File: src/rtl/atari_bus_pkg.sv
// Shared types for the CPU/MARIA memory bus arbiter.
package atari_bus_pkg;

  localparam int ADDR_W_DEF = 16;
  localparam int DATA_W_DEF = 8;

  typedef enum logic [2:0] {IDLE, CPU_A, CPU_D, DMA_A, DMA_D} arb_state_t;
  typedef enum logic {OWN_CPU, OWN_DMA} bus_owner_t;

endpackage

File: src/rtl/dma_burst_ctr.sv
// Saturating count of consecutive DMA grants; at_max_o lets a waiting CPU in.
module dma_burst_ctr #(
  parameter int unsigned MAX = 8
) (
  input  logic clk,
  input  logic rst_b,
  input  logic clr_i,
  input  logic inc_i,
  output logic at_max_o
);

  localparam logic [7:0] MaxCnt = 8'(MAX);

  logic [7:0] cnt_q, cnt_d;

  assign at_max_o = (cnt_q == MaxCnt);

  // Clear wins over increment so a CPU grant always restarts the burst window.
  always_comb begin
    cnt_d = cnt_q;
    if (clr_i) begin
      cnt_d = '0;
    end else if (inc_i && !at_max_o) begin
      cnt_d = cnt_q + 8'd1;
    end
  end

  always_ff @(posedge clk) begin
    if (!rst_b) begin
      cnt_q <= '0;
    end else begin
      cnt_q <= cnt_d;
    end
  end

endmodule

File: src/rtl/mem_bus_arbiter.sv
// Single-port memory arbiter: 6502 CPU vs MARIA DMA, DMA priority with bounded CPU starvation.
module mem_bus_arbiter
  import atari_bus_pkg::*;
#(
  parameter int          ADDR_W        = ADDR_W_DEF,
  parameter int          DATA_W        = DATA_W_DEF,
  parameter int unsigned MAX_DMA_BURST = 8
) (
  input  logic              clk,
  input  logic              rst_b,
  input  logic              cpu_req,
  input  logic              cpu_we,
  input  logic [ADDR_W-1:0] cpu_addr,
  input  logic [DATA_W-1:0] cpu_wdata,
  output logic              cpu_ack,
  output logic [DATA_W-1:0] cpu_rdata,
  output logic              cpu_rdy,
  input  logic              dma_req,
  input  logic              dma_we,
  input  logic [ADDR_W-1:0] dma_addr,
  input  logic [DATA_W-1:0] dma_wdata,
  output logic              dma_ack,
  output logic [DATA_W-1:0] dma_rdata,
  output logic [ADDR_W-1:0] mem_addr,
  output logic [DATA_W-1:0] mem_data_in,
  output logic              mem_read_e,
  input  logic [DATA_W-1:0] mem_data_out
);

  arb_state_t        state_q;
  logic              cpu_ack_q, dma_ack_q, mem_read_e_q, acc_we_q;
  logic [ADDR_W-1:0] mem_addr_q;
  logic [DATA_W-1:0] mem_data_in_q, cpu_rdata_q, dma_rdata_q;

  logic              arb_en, cpu_hit, dma_hit, grant_dma, grant_cpu, burst_at_max;
  bus_owner_t        owner;
  logic [ADDR_W-1:0] sel_addr;
  logic [DATA_W-1:0] sel_wdata;
  logic              sel_we;

  // A channel whose ack is still visible is not re-arbitrated that cycle.
  always_comb begin
    arb_en    = (state_q == IDLE) || (state_q == CPU_D) || (state_q == DMA_D);
    cpu_hit   = cpu_req && !cpu_ack_q;
    dma_hit   = dma_req && !dma_ack_q;
    grant_dma = arb_en && dma_hit && !(cpu_hit && burst_at_max);
    grant_cpu = arb_en && !grant_dma && cpu_hit;
    owner     = grant_dma ? OWN_DMA : OWN_CPU;
    sel_addr  = (owner == OWN_DMA) ? dma_addr  : cpu_addr;
    sel_wdata = (owner == OWN_DMA) ? dma_wdata : cpu_wdata;
    sel_we    = (owner == OWN_DMA) ? dma_we    : cpu_we;
  end

  dma_burst_ctr #(
    .MAX (MAX_DMA_BURST)
  ) u_burst (
    .clk      (clk),
    .rst_b    (rst_b),
    .clr_i    (!cpu_req || grant_cpu),
    .inc_i    (grant_dma),
    .at_max_o (burst_at_max)
  );

  always_ff @(posedge clk) begin
    if (!rst_b) begin
      state_q       <= IDLE;
      cpu_ack_q     <= 1'b0;
      dma_ack_q     <= 1'b0;
      mem_read_e_q  <= 1'b1;
      acc_we_q      <= 1'b0;
      mem_addr_q    <= '0;
      mem_data_in_q <= '0;
      cpu_rdata_q   <= '0;
      dma_rdata_q   <= '0;
    end else begin
      cpu_ack_q    <= 1'b0;
      dma_ack_q    <= 1'b0;
      mem_read_e_q <= 1'b1;
      case (state_q)
        CPU_A: state_q <= CPU_D;
        DMA_A: state_q <= DMA_D;
        CPU_D: begin
          cpu_ack_q <= 1'b1;
          if (!acc_we_q) cpu_rdata_q <= mem_data_out;
        end
        DMA_D: begin
          dma_ack_q <= 1'b1;
          if (!acc_we_q) dma_rdata_q <= mem_data_out;
        end
        default: state_q <= state_q;
      endcase
      if (arb_en) begin
        if (grant_dma || grant_cpu) begin
          state_q       <= grant_dma ? DMA_A : CPU_A;
          mem_addr_q    <= sel_addr;
          mem_data_in_q <= sel_wdata;
          mem_read_e_q  <= !sel_we;
          acc_we_q      <= sel_we;
        end else begin
          state_q <= IDLE;
        end
      end
    end
  end

  assign cpu_ack     = cpu_ack_q;
  assign dma_ack     = dma_ack_q;
  assign cpu_rdata   = cpu_rdata_q;
  assign dma_rdata   = dma_rdata_q;
  assign mem_addr    = mem_addr_q;
  assign mem_data_in = mem_data_in_q;
  assign mem_read_e  = mem_read_e_q;
  assign cpu_rdy     = !((state_q == DMA_A) || (state_q == DMA_D) || dma_req);

endmodule

File: config.mk
export PLATFORM = sky130hd
export DESIGN_NAME = mem_bus_arbiter
export DESIGN_NICKNAME = d
export VERILOG_FILES = /design/src/rtl/atari_bus_pkg.sv /design/src/rtl/dma_burst_ctr.sv /design/src/rtl/mem_bus_arbiter.sv
export SDC_FILE = /design/constraint.sdc
export NUM_CORES = 1
export LEC_CHECK = 0
export ABC_AREA = 1
export BUFFER_PORTS_ARGS = -buffer_cell sky130_fd_sc_hd__buf_2
export CAP_MARGIN = 20
export CORE_ASPECT_RATIO = 1.4
export CORE_UTILIZATION = 52
export CTS_CLUSTER_DIAMETER = 50
export DETAILED_ROUTE_END_ITERATION = 8
export PLACE_DENSITY = 0.93
export SLEW_MARGIN = 5
export SYNTH_ARGS = -nofsm -noshare
export SYNTH_HDL_FRONTEND = slang
export SYNTH_SLANG_ARGS = --single-unit
File: constraint.sdc
create_clock -name clk -period 4.1 [get_ports clk]
set_clock_uncertainty 0.05 [all_clocks]
set_input_delay 0.205 -clock clk [delete_from_list [all_inputs] [get_ports clk]]
set_output_delay 0.205 -clock clk [all_outputs]
set_load 0.05 [all_outputs]
After elaboration in Yosys (flattened, before gate mapping) --
Cells that the tools add are included.
Operators by class: add/sub/neg operators 1, equality and inequality tests 5, bitwise operators 2, reductions and logical operators 29, muxes and demuxes 10
Operators by type and width (number):
- 16-bit 2-to-1 mux | 1
- 8-bit by 1-bit adder with 8-bit output, second input constant | 1
- 8-bit by 4-bit == test with 1-bit output, second input constant | 1
- 1-bit logical AND | 8
- 1-bit logical NOT | 8
- 8-bit 2-to-1 mux | 1
- 3-bit by 2-bit == test with 1-bit output, second input constant | 2
- 1-bit logical OR | 6
- 3-bit one-hot mux with 2 select lines | 1
- 2-bit AND reduction | 3
- 1-bit 2-to-1 mux | 4
- 2-bit 2-to-1 mux | 2
- 3-bit by 1-bit == test with 1-bit output, second input constant | 1
- 3-bit == test, second input constant | 1
- 3-bit logical NOT | 1
- 3-bit 2-to-1 mux | 1
- 3-bit AND reduction | 1
- 3-bit nonzero test | 1
- 1-bit NOT | 2
- 2-bit OR reduction | 1
Storage, ports and cells: logic and storage cells 57, input bits 62, bits in registers 55

Longest topological paths before layout --
Gate-level depths: netlist of the first run.
depth in word-level cells 11, gate-level depth with buffers 11

By module --
From an unflattened synthesis of the first run, not the netlist that was laid out.
Unflattened totals: cells, all modules 392, area, all modules 2593.7 um^2
By module, submodules not included:
- mem_bus_arbiter | area an instance 2097.0 um^2, times used 1, cells an instance 316, seq. area each 940.9 um^2
- dma_burst_ctr | area an instance 496.7 um^2, times used 1, cells an instance 76, seq. area each 160.2 um^2

Worst setup path before layout of the first run --
OpenSTA, ideal clock, no wires.
path type reg-to-output, start register state_q[0], end output port cpu_rdy, arrival 1.677 ns, stages on the path, launching flop included 4, slack 2.168 ns, data required time 3.845 ns, cell sequence dfxtp_1 buf_4 nor3_2 nor3b_1
Between the ends: longest elaborated chain between the ends 4
RTL lines:
- start, declared | RTL line mem_bus_arbiter.sv:30 | arb_state_t state_q;
- start signal, assigned | RTL line mem_bus_arbiter.sv:90 | default: state_q <= state_q;
- start signal, assigned | RTL line mem_bus_arbiter.sv:94 | state_q <= grant_dma ? DMA_A : CPU_A;
- 3-bit by 2-bit == test with 1-bit output or 3-bit == test (tied branches) | RTL line mem_bus_arbiter.sv:113 | assign cpu_rdy = !((state_q == DMA_A) || (state_q == DMA_D) || dma_req);
- 1-bit logical OR (*) (2 in series) | RTL line mem_bus_arbiter.sv:113
- 1-bit logical NOT (*) | RTL line mem_bus_arbiter.sv:113
- end, declared | RTL line mem_bus_arbiter.sv:17 | output logic cpu_rdy,
Mark *: on every way between the ends. The rest lies on a longest branch, timed or not.

Worst setup path in the final report of the first run --
start register u_burst.cnt_q[0], end register mem_addr_q[4] (netlist: mem_addr[4])
Between the ends: longest elaborated chain between the ends 9
RTL lines:
- start, declared | RTL line dma_burst_ctr.sv:14 | logic [7:0] cnt_q, cnt_d;
- start signal, assigned | RTL line dma_burst_ctr.sv:32 | cnt_q <= cnt_d;
- 8-bit by 4-bit == test with 1-bit output (*) | RTL line dma_burst_ctr.sv:16 | assign at_max_o = (cnt_q == MaxCnt);
- 1-bit logical AND (*) | RTL line mem_bus_arbiter.sv:46 | grant_dma = arb_en && dma_hit && !(cpu_hit && burst_at_max);
- 1-bit logical NOT (*) | RTL line mem_bus_arbiter.sv:46
- 1-bit logical AND (*) | RTL line mem_bus_arbiter.sv:46
- 1-bit logical NOT | RTL line mem_bus_arbiter.sv:47 | grant_cpu = arb_en && !grant_dma && cpu_hit;
- 1-bit logical AND (2 in series) | RTL line mem_bus_arbiter.sv:47
- 1-bit logical OR | RTL line mem_bus_arbiter.sv:93 | if (grant_dma || grant_cpu) begin
- 2-bit AND reduction (no source line)
- end signal, assigned | RTL line mem_bus_arbiter.sv:95 | mem_addr_q <= sel_addr;
- end, declared | RTL line mem_bus_arbiter.sv:32 | logic [ADDR_W-1:0] mem_addr_q;
Marked as above. A chain may end at the register's enable or synchronous reset.

==> results of run 1 <==
-- flip-flops by register name, summed over array words and instances (netlist names) --
register and flops:
dma_rdata 8, cpu_rdata 8, mem_read_e 1, mem_addr 16, dma_ack 1, state_q 3
mem_data_in 8, cpu_ack 1, u_burst.cnt_q 8, acc_we_q 1
-- critical path, stage by stage (launching register included) --
cell                      delay [ns]
sky130_fd_sc_hd__dfxtp_1        0.39
sky130_fd_sc_hd__inv_1          0.08
sky130_fd_sc_hd__ha_1           0.21
sky130_fd_sc_hd__nand3_2        0.11
sky130_fd_sc_hd__nor2_2         0.05
sky130_fd_sc_hd__nand2_2        0.37
sky130_fd_sc_hd__nand2_4        0.28
sky130_fd_sc_hd__nand2_1        0.12
sky130_fd_sc_hd__nand3_1        0.07
sky130_fd_sc_hd__nand2_1        0.09
sky130_fd_sc_hd__inv_1          0.05
-- kinds of logic after synthesis --
group / after synthesis / share of synthesized area
AO/OA/AOI/OAI: 33 / 0.0712
adder cells (fa/ha/maj): 2 / 0.00936
buffers and inverters: 60 / 0.100
flip-flops: 55 / 0.412
AND/OR/NAND/NOR: 246 / 0.407
-- worst min-delay path by stage --
stage / start / end / slack [ns]
floorplan: mem_data_out[0] / dma_rdata[0]$_SDFFE_PN0P_ / 0.32
global placement: dma_rdata[2]$_SDFFE_PN0P_ / dma_rdata[2]$_SDFFE_PN0P_ / 0.40
detailed placement: dma_rdata[7]$_SDFFE_PN0P_ / dma_rdata[7]$_SDFFE_PN0P_ / 0.41
CTS: mem_data_out[2] / dma_rdata[2]$_SDFFE_PN0P_ / 0.12
global route: mem_data_out[0] / dma_rdata[0]$_SDFFE_PN0P_ / 0.13
finish: mem_data_out[2] / dma_rdata[2]$_SDFFE_PN0P_ / 0.13
-- cells in the final DEF, fill, tap and decap left out, types with 3 or more instances in the layout --
| cell type | n |
|---|---|
| sky130_fd_sc_hd__nand2_2 | 3 |
| sky130_fd_sc_hd__a21oi_1 | 18 |
| sky130_fd_sc_hd__o21ai_0 | 13 |
| sky130_fd_sc_hd__dfxtp_1 | 55 |
| sky130_fd_sc_hd__clkbuf_8 | 5 |
| sky130_fd_sc_hd__nor2_1 | 75 |
| sky130_fd_sc_hd__nand3b_1 | 3 |
| sky130_fd_sc_hd__nand2_1 | 93 |
| sky130_fd_sc_hd__inv_2 | 3 |
| sky130_fd_sc_hd__buf_2 | 105 |
| sky130_fd_sc_hd__nand2_4 | 3 |
| sky130_fd_sc_hd__inv_1 | 39 |
| sky130_fd_sc_hd__nand3_1 | 59 |
-- metal layers --
layer | track usage | vias up | routed length [um] | part of all wire
met2 | 0.462 | 93 | 3400 | 0.53
met4 | 0.0740 | 0 | 98 | 0.015
met5 | 0 | - | 0 | 0
li1 | - | 1436 | - | -
met3 | 0.0526 | 13 | 360 | 0.056
met1 | 0.264 | 1277 | 2560 | 0.40
-- cell type report --
class	instances	area, sq um	area share
Sequential cell	55	1100	0.338
Timing Repair Buffer	105	526	0.161
Clock inverter	2	12.5	0.00384
Multi-Input combinational cell	281	1300	0.400
Inverter	44	166	0.0510
Clock buffer	6	72.6	0.0222
Tap cell	64	80.1	0.0245
-- report_power, final --
part / total (mW) / internal [mW] / switching [mW]
logic: 0.392 / 0.106 / 0.286
registers: 0.602 / 0.578 / 0.0245
clock network: 0.293 / 0.120 / 0.173
total: 1.29 / 0.804 / 0.484
==> results.txt, run 1 <==
The run finished with clean final reports. The mean cell area of the mapped netlist is 6.75 sq um. The placement-stage cell area is 0.00318 sq mm. The clock-pin transition on the worst setup and hold timing paths came out at 0.10 ns. The buffer count from post-CTS setup fixing is 0. The sort of element at the end of the critical path is a flop. The data arrival time of the critical path came out at 2.13 ns.

The maximum vdd ir drop is 0.297 mV. The register area share after synthesis is 0.412. The number of global-route vias before repair came out at 2584. In the synthesized netlist, the cells that appear most often are sky130_fd_sc_hd__nand2_1 (93), sky130_fd_sc_hd__nor2_1 (75), sky130_fd_sc_hd__nand3_1 (59).

The number of hold-slack violations in the final timing report came out at 0. The core area is 0.00488 sq mm. The pre-CTS worst setup slack came out at 2.12 ns. The vertical extent of the die came out at 86.8 um.

The weighted congestion at the end of routability-driven global placement came out at 0.835. The routed design could run at a clock period as short as 1.97 ns. Data on the critical path is required at its endpoint by 4.26 ns. The starting density of the core came out at 0.548. The full die area is 0.00543 sq mm.

The share of synthesized area in the top cell type comes to 0.412. The critical path starts at u_burst.cnt_q[0]$_SDFFE_PP0P_. The number of cells on the worst reg-to-reg path came out at 10. Based on the critical path, the design can be clocked at up to 506 MHz. The final core utilization came out at 0.668.

The path class of the tightest hold or removal check is in -> reg. Along the worst path, the maximum fanout reaches 26. Dividing the detail-routed wire length by the instance count gives 11.5 um. The number of cells upsized or downsized after cts came out at 0.

The total of hold buffers inserted after clock tree synthesis came out at 0. The overall global routing resource usage is 0.242. The top cell type by total area after synthesis is sky130_fd_sc_hd__dfxtp_1. Setup violations remaining at the end of the flow were counted as 0.

The DRC violations left came out at 0. TritonCTS built the clock tree. The violation count after the first detailed-route iteration is 89. The power per standard cell area is 395 mW/mm^2. The launch instance of the worst register-to-register path is u_burst.cnt_q[0]$_SDFFE_PP0P_. The period utilization came out at 0.482. The final standard cell count with taps included and fillers excluded came out at 557. Entering global routing, the biggest net connects 51 pins. The growth of design area from synthesis to finish came out at 22.1%.

The instance count along the most critical hold path is 3. The share of layout cells above drive strength 1 is 0.262. The mapped netlist covers 0.00267 sq mm. The number of buffers inserted during clock tree synthesis is 5. The worst slew slack as a fraction of its limit came out at 0.589.

Setup total negative slack on the finished layout was measured at 0 ns. The clock root buffer is sky130_fd_sc_hd__clkbuf_8. The final worst setup slack came out at 2.13 ns. Summed over all cells, the static leakage comes to 1.75 nW. The first global-routing pass estimated 10700 um of wire.

The worst hold margin came out at 0.128 ns. The worst register-to-register path ends at mem_addr[4]$_SDFFE_PN0P_. The maximum level of the CTS H-tree came out at 2.

The final wirelength came out at 6420 um. Yosys instantiated no cell more often than sky130_fd_sc_hd__nand2_1. For this run the aggregate overflow at the end of global routing stands at 0. The overall power came out at 1.29 mW. The clock network latency to the later pin of the worst-skew pair is 0.31 ns. The tree built by TritonCTS fans out to 55 sinks.

Yosys attributes the largest share of cell area to sky130_fd_sc_hd__dfxtp_1 (41%), sky130_fd_sc_hd__nand2_1 (13%), sky130_fd_sc_hd__nand3_1 (11%). The number of top-level pins is 106. The number of synthesis warnings came out at 0.

For the pin with the worst max-slew slack, the measured transition is 0.615 ns. The row count came out at 30. Once layout is done, the placed cells without fillers occupy 0.00326 sq mm. The sum of net half-perimeters after detailed placement came out at 4760 um.

The number of placed instances, taps included is 549. The capture point of the critical path is mem_addr[4]$_SDFFE_PN0P_. The number of standard cells after synthesis is 396. The via count normalized by instance count came out at 5.06. The initial antenna violation count came out at 0. The kind of start point of the critical path is a flop.

The buffer depth of the longest clock path is 2. The total of max-cap violations is 0. The reg-to-reg setup timing slack is 2.13 ns. Fill cells in the final layout number 456. The number of enable flip-flop cells after synthesis is 0. The number of distinct library cells after synthesis came out at 29. In this run, synthesis produced a sequential element count of 55.

Setup repair after global routing left no endpoint under its margin. The count of antenna-violating nets left after detailed routing is 0. The category of the critical setup timing path is reg -> reg.

The number of slew-limit violations in the final report is 0. The proportion of register bits with asynchronous set or reset after synthesis is 0. The leading register cell type out of synthesis is sky130_fd_sc_hd__dfxtp_1. The number of antenna cells inserted is 0. The first detailed-routing pass took 4 iterations. The net count after synthesis came out at 460.

The detailed-route via count came out at 2819. The net count of the finished layout is 556. The width of the chip is 62.6 um. The count of buffers inserted at the top-level ports is 105.
Note: power is estimated with default switching activity, not from simulation.
==> inputs of run 2 (changes only) <==
Settings changed: CORE_UTILIZATION 52 to 44, PLACE_DENSITY 0.93 to 0.84.
Clock period 4.1 ns to 1.8 ns, I/O delays scaled along.
==> results.txt, run 2 (synthesis gave the netlist of run 1 again) <==
The final wirelength came out at 6110 um (-4.8%). The transition time of the tightest slew-check pin is 0.603 ns (-0.0119 ns). The number of cells upsized or downsized after cts came to 0 (unchanged).

The row count is 33 (+10%). The number of hold-slack violations in the final timing report came to 0 (unchanged). The number of global-route vias before repair came out at 2499 (-3.3%). The worst slew slack as a fraction of its limit is 0.597 (+0.00797).

The worst setup path is captured at a flop. The total of max-cap violations is 0 (unchanged). The full die area came out at 0.00639 sq mm (+18%).

The highest achievable clock rate came out at 630 MHz (+24%). The first-pass GRT wire length came out at 10300 um (-3.7%). The count of nets after finishing was 564 (+1.4%). The buffer depth of the longest clock path came out at 2 (unchanged).

The buffer count from post-CTS setup fixing was 0 (unchanged). The violation count after the first detailed-route iteration is 98 (+10%). The tree is rooted in a sky130_fd_sc_hd__clkbuf_8.

The final worst setup slack is 0.213 ns (-1.91 ns). The count of filler cells inserted in the layout is 557 (+22%). The number of slew-limit violations in the final report is 0 (unchanged). The overall global routing resource usage is 0.206 (-0.0362). The vertical extent of the die is 94.2 um (+8.5%). The pin count of the biggest net entering global routing came out at 51 (unchanged). The final critical-path required period is 1.59 ns (-0.387 ns). The worst path required time came out at 1.95 ns (-2.31 ns). The largest fanout of any net on the critical path was 50 (+92%). The leakage power total came out at 1.80 nW (+2.7%). STA classifies the critical path startpoint as a flop.

The period utilization is 0.882 (+0.400). The count of final setup violators is 0 (unchanged). The pre-CTS worst setup slack was 0.102 ns (-2.02 ns).

The clock-pin transition on the worst setup and hold timing paths is 0.10 ns (about the same). The maximum vdd ir drop is 0.448 mV (+51%). The largest stage delay on the critical path came out at 0.43 ns (+0.04 ns). The category of the critical setup timing path is reg -> reg. The setup TNS came out at 0 ns (unchanged).

The sum of net half-perimeters after detailed placement is 4640 um (-2.5%). The number of clock sinks seen by CTS is 55 (unchanged). The data arrival time of the critical path is 1.74 ns (-0.39 ns).

The growth of design area from synthesis to finish is 25.1%. The slowest stage of the critical path is the sky130_fd_sc_hd__dfxtp_1 cell. The total of hold buffers inserted after clock tree synthesis is 0 (unchanged). The count of antenna-violating nets left after detailed routing is 0 (unchanged). The worst hold margin came out at 0.0100 ns (-0.118 ns). The width of the chip is 67.9 um (+8.4%). The number of top-level pins came out at 106 (unchanged). The core area is 0.00586 sq mm (+20%). The library cells used most frequently in the layout, excluding fill and tap cells, are sky130_fd_sc_hd__buf_2 (105), sky130_fd_sc_hd__nand2_1 (93), sky130_fd_sc_hd__nor2_1 (75), sky130_fd_sc_hd__nand3_1 (59), sky130_fd_sc_hd__dfxtp_1 (54).

The weighted congestion at the end of routability-driven global placement was 0.790 (-5.4%). The clock network latency to the later pin of the worst-skew pair came out at 0.30 ns (about the same). The maximum level of the CTS H-tree came out at 2 (unchanged).

The count of buffers inserted at the top-level ports came out at 105 (unchanged). Leaving out fill and tap cells, the most frequent cell in the layout is sky130_fd_sc_hd__buf_2. The via count normalized by instance count is 4.84 (-4.4%).

The total congestion overflow came to 0 (unchanged). The initial antenna violation count came out at 0 (unchanged). The flow ran to the end, and the final reports show no timing, DRC or antenna violations. The share of layout cells above drive strength 1 came out at 0.279 (+0.0178).

The flip-flop count of the largest register, all copies and words added came to 16 (unchanged). Traced cell by cell, the critical path runs through nand2_1 -> nand2_4 -> inv_1 -> nand2_2 -> nand2_8 -> nor2_1 -> nor2_1 -> nand2_1 -> inv_1. The detailed-route via count is 2762 (-2.0%). Setup repair after global routing left no endpoint under its margin. The number of buffers inserted during clock tree synthesis is 5 (unchanged). The DRC violations left came out at 0 (unchanged).

The starting density of the core is 0.456 (-0.0919). The worst hold path belongs to the class in -> reg. The average detailed-routed wire length per instance is 10.7 um (-7.2%). The power per standard cell area was 876 mW/mm^2 (+120%). The detailed-router iteration count before antenna repair is 4 (unchanged). The number of antenna cells inserted is 0 (unchanged). TritonCTS built the clock tree.
run 2: cell types whose count changed in the layout (fill, tap and decap cells not counted), sizes merged:
cell,before,now
clkinv,3,5
clkinvlp,1,0
buf,105,113
clkbuf,6,5
run 2: worst paths after layout:
| path | start | to | slack (ns) | depth (start not counted) |
|---|---|---|---|---|
| worst max register to register | state_q[2]$_SDFFE_PN0P_ | mem_data_in[6]$_SDFFE_PN0P_ | 0.21 | 9 |
| worst max-delay path | state_q[2]$_SDFFE_PN0P_ | mem_data_in[6]$_SDFFE_PN0P_ | 0.21 | 9 |
| worst min register to register | dma_rdata[1]$_SDFFE_PN0P_ | dma_rdata[1]$_SDFFE_PN0P_ | 0.42 | 2 |
| worst min-delay path | mem_data_out[2] | dma_rdata[2]$_SDFFE_PN0P_ | 0.01 | 3 |
run 2: per-stage QoR:
step	total power [mW]	instance area, sq um	utilization	cells
final	2.93	3340	0.570	571
after global routing	3.10	3340	0.570	571
after global placement	2.29	3250	0.554	563
after detailed placement	2.30	3250	0.554	563
after CTS	2.96	3330	0.569	571
after floorplan	2.09	2680	-	396
run 2: worst max-delay path, delay by kind of cell (launching register included):
kind,cells,cell delay [ns]
DFF,1,0.43
and+or+nand+nor,7,0.91
buffers and inverters,2,0.09
run 2: cell type report:
cell class / instances / area [sq um] / share of cell area
clock buffers: 5 / 68.8 / 0.0206
clock inverters: 3 / 15.0 / 0.00449
inverters: 44 / 166 / 0.0498
multi-input cells: 281 / 1320 / 0.394
flip-flops and latches: 55 / 1100 / 0.330
well taps: 70 / 87.6 / 0.0262
repair buffers: 113 / 586 / 0.175
run 2: power breakdown:
group          internal (mW)  switching (mW)  total (mW)  leakage, nW
clock network          0.267           0.382       0.650       0.0477
registers               1.32          0.0563        1.37        0.452
logic                  0.258           0.647       0.905         1.30
run 2: metal layers:
layer / vias up / GRT usage / share of wire
li1: 1445 / - / -
met4: 0 / 0.0694 / 0.010
met2: 75 / 0.374 / 0.52
met5: - / 0 / 0
met1: 1236 / 0.226 / 0.41
met3: 6 / 0.0485 / 0.059
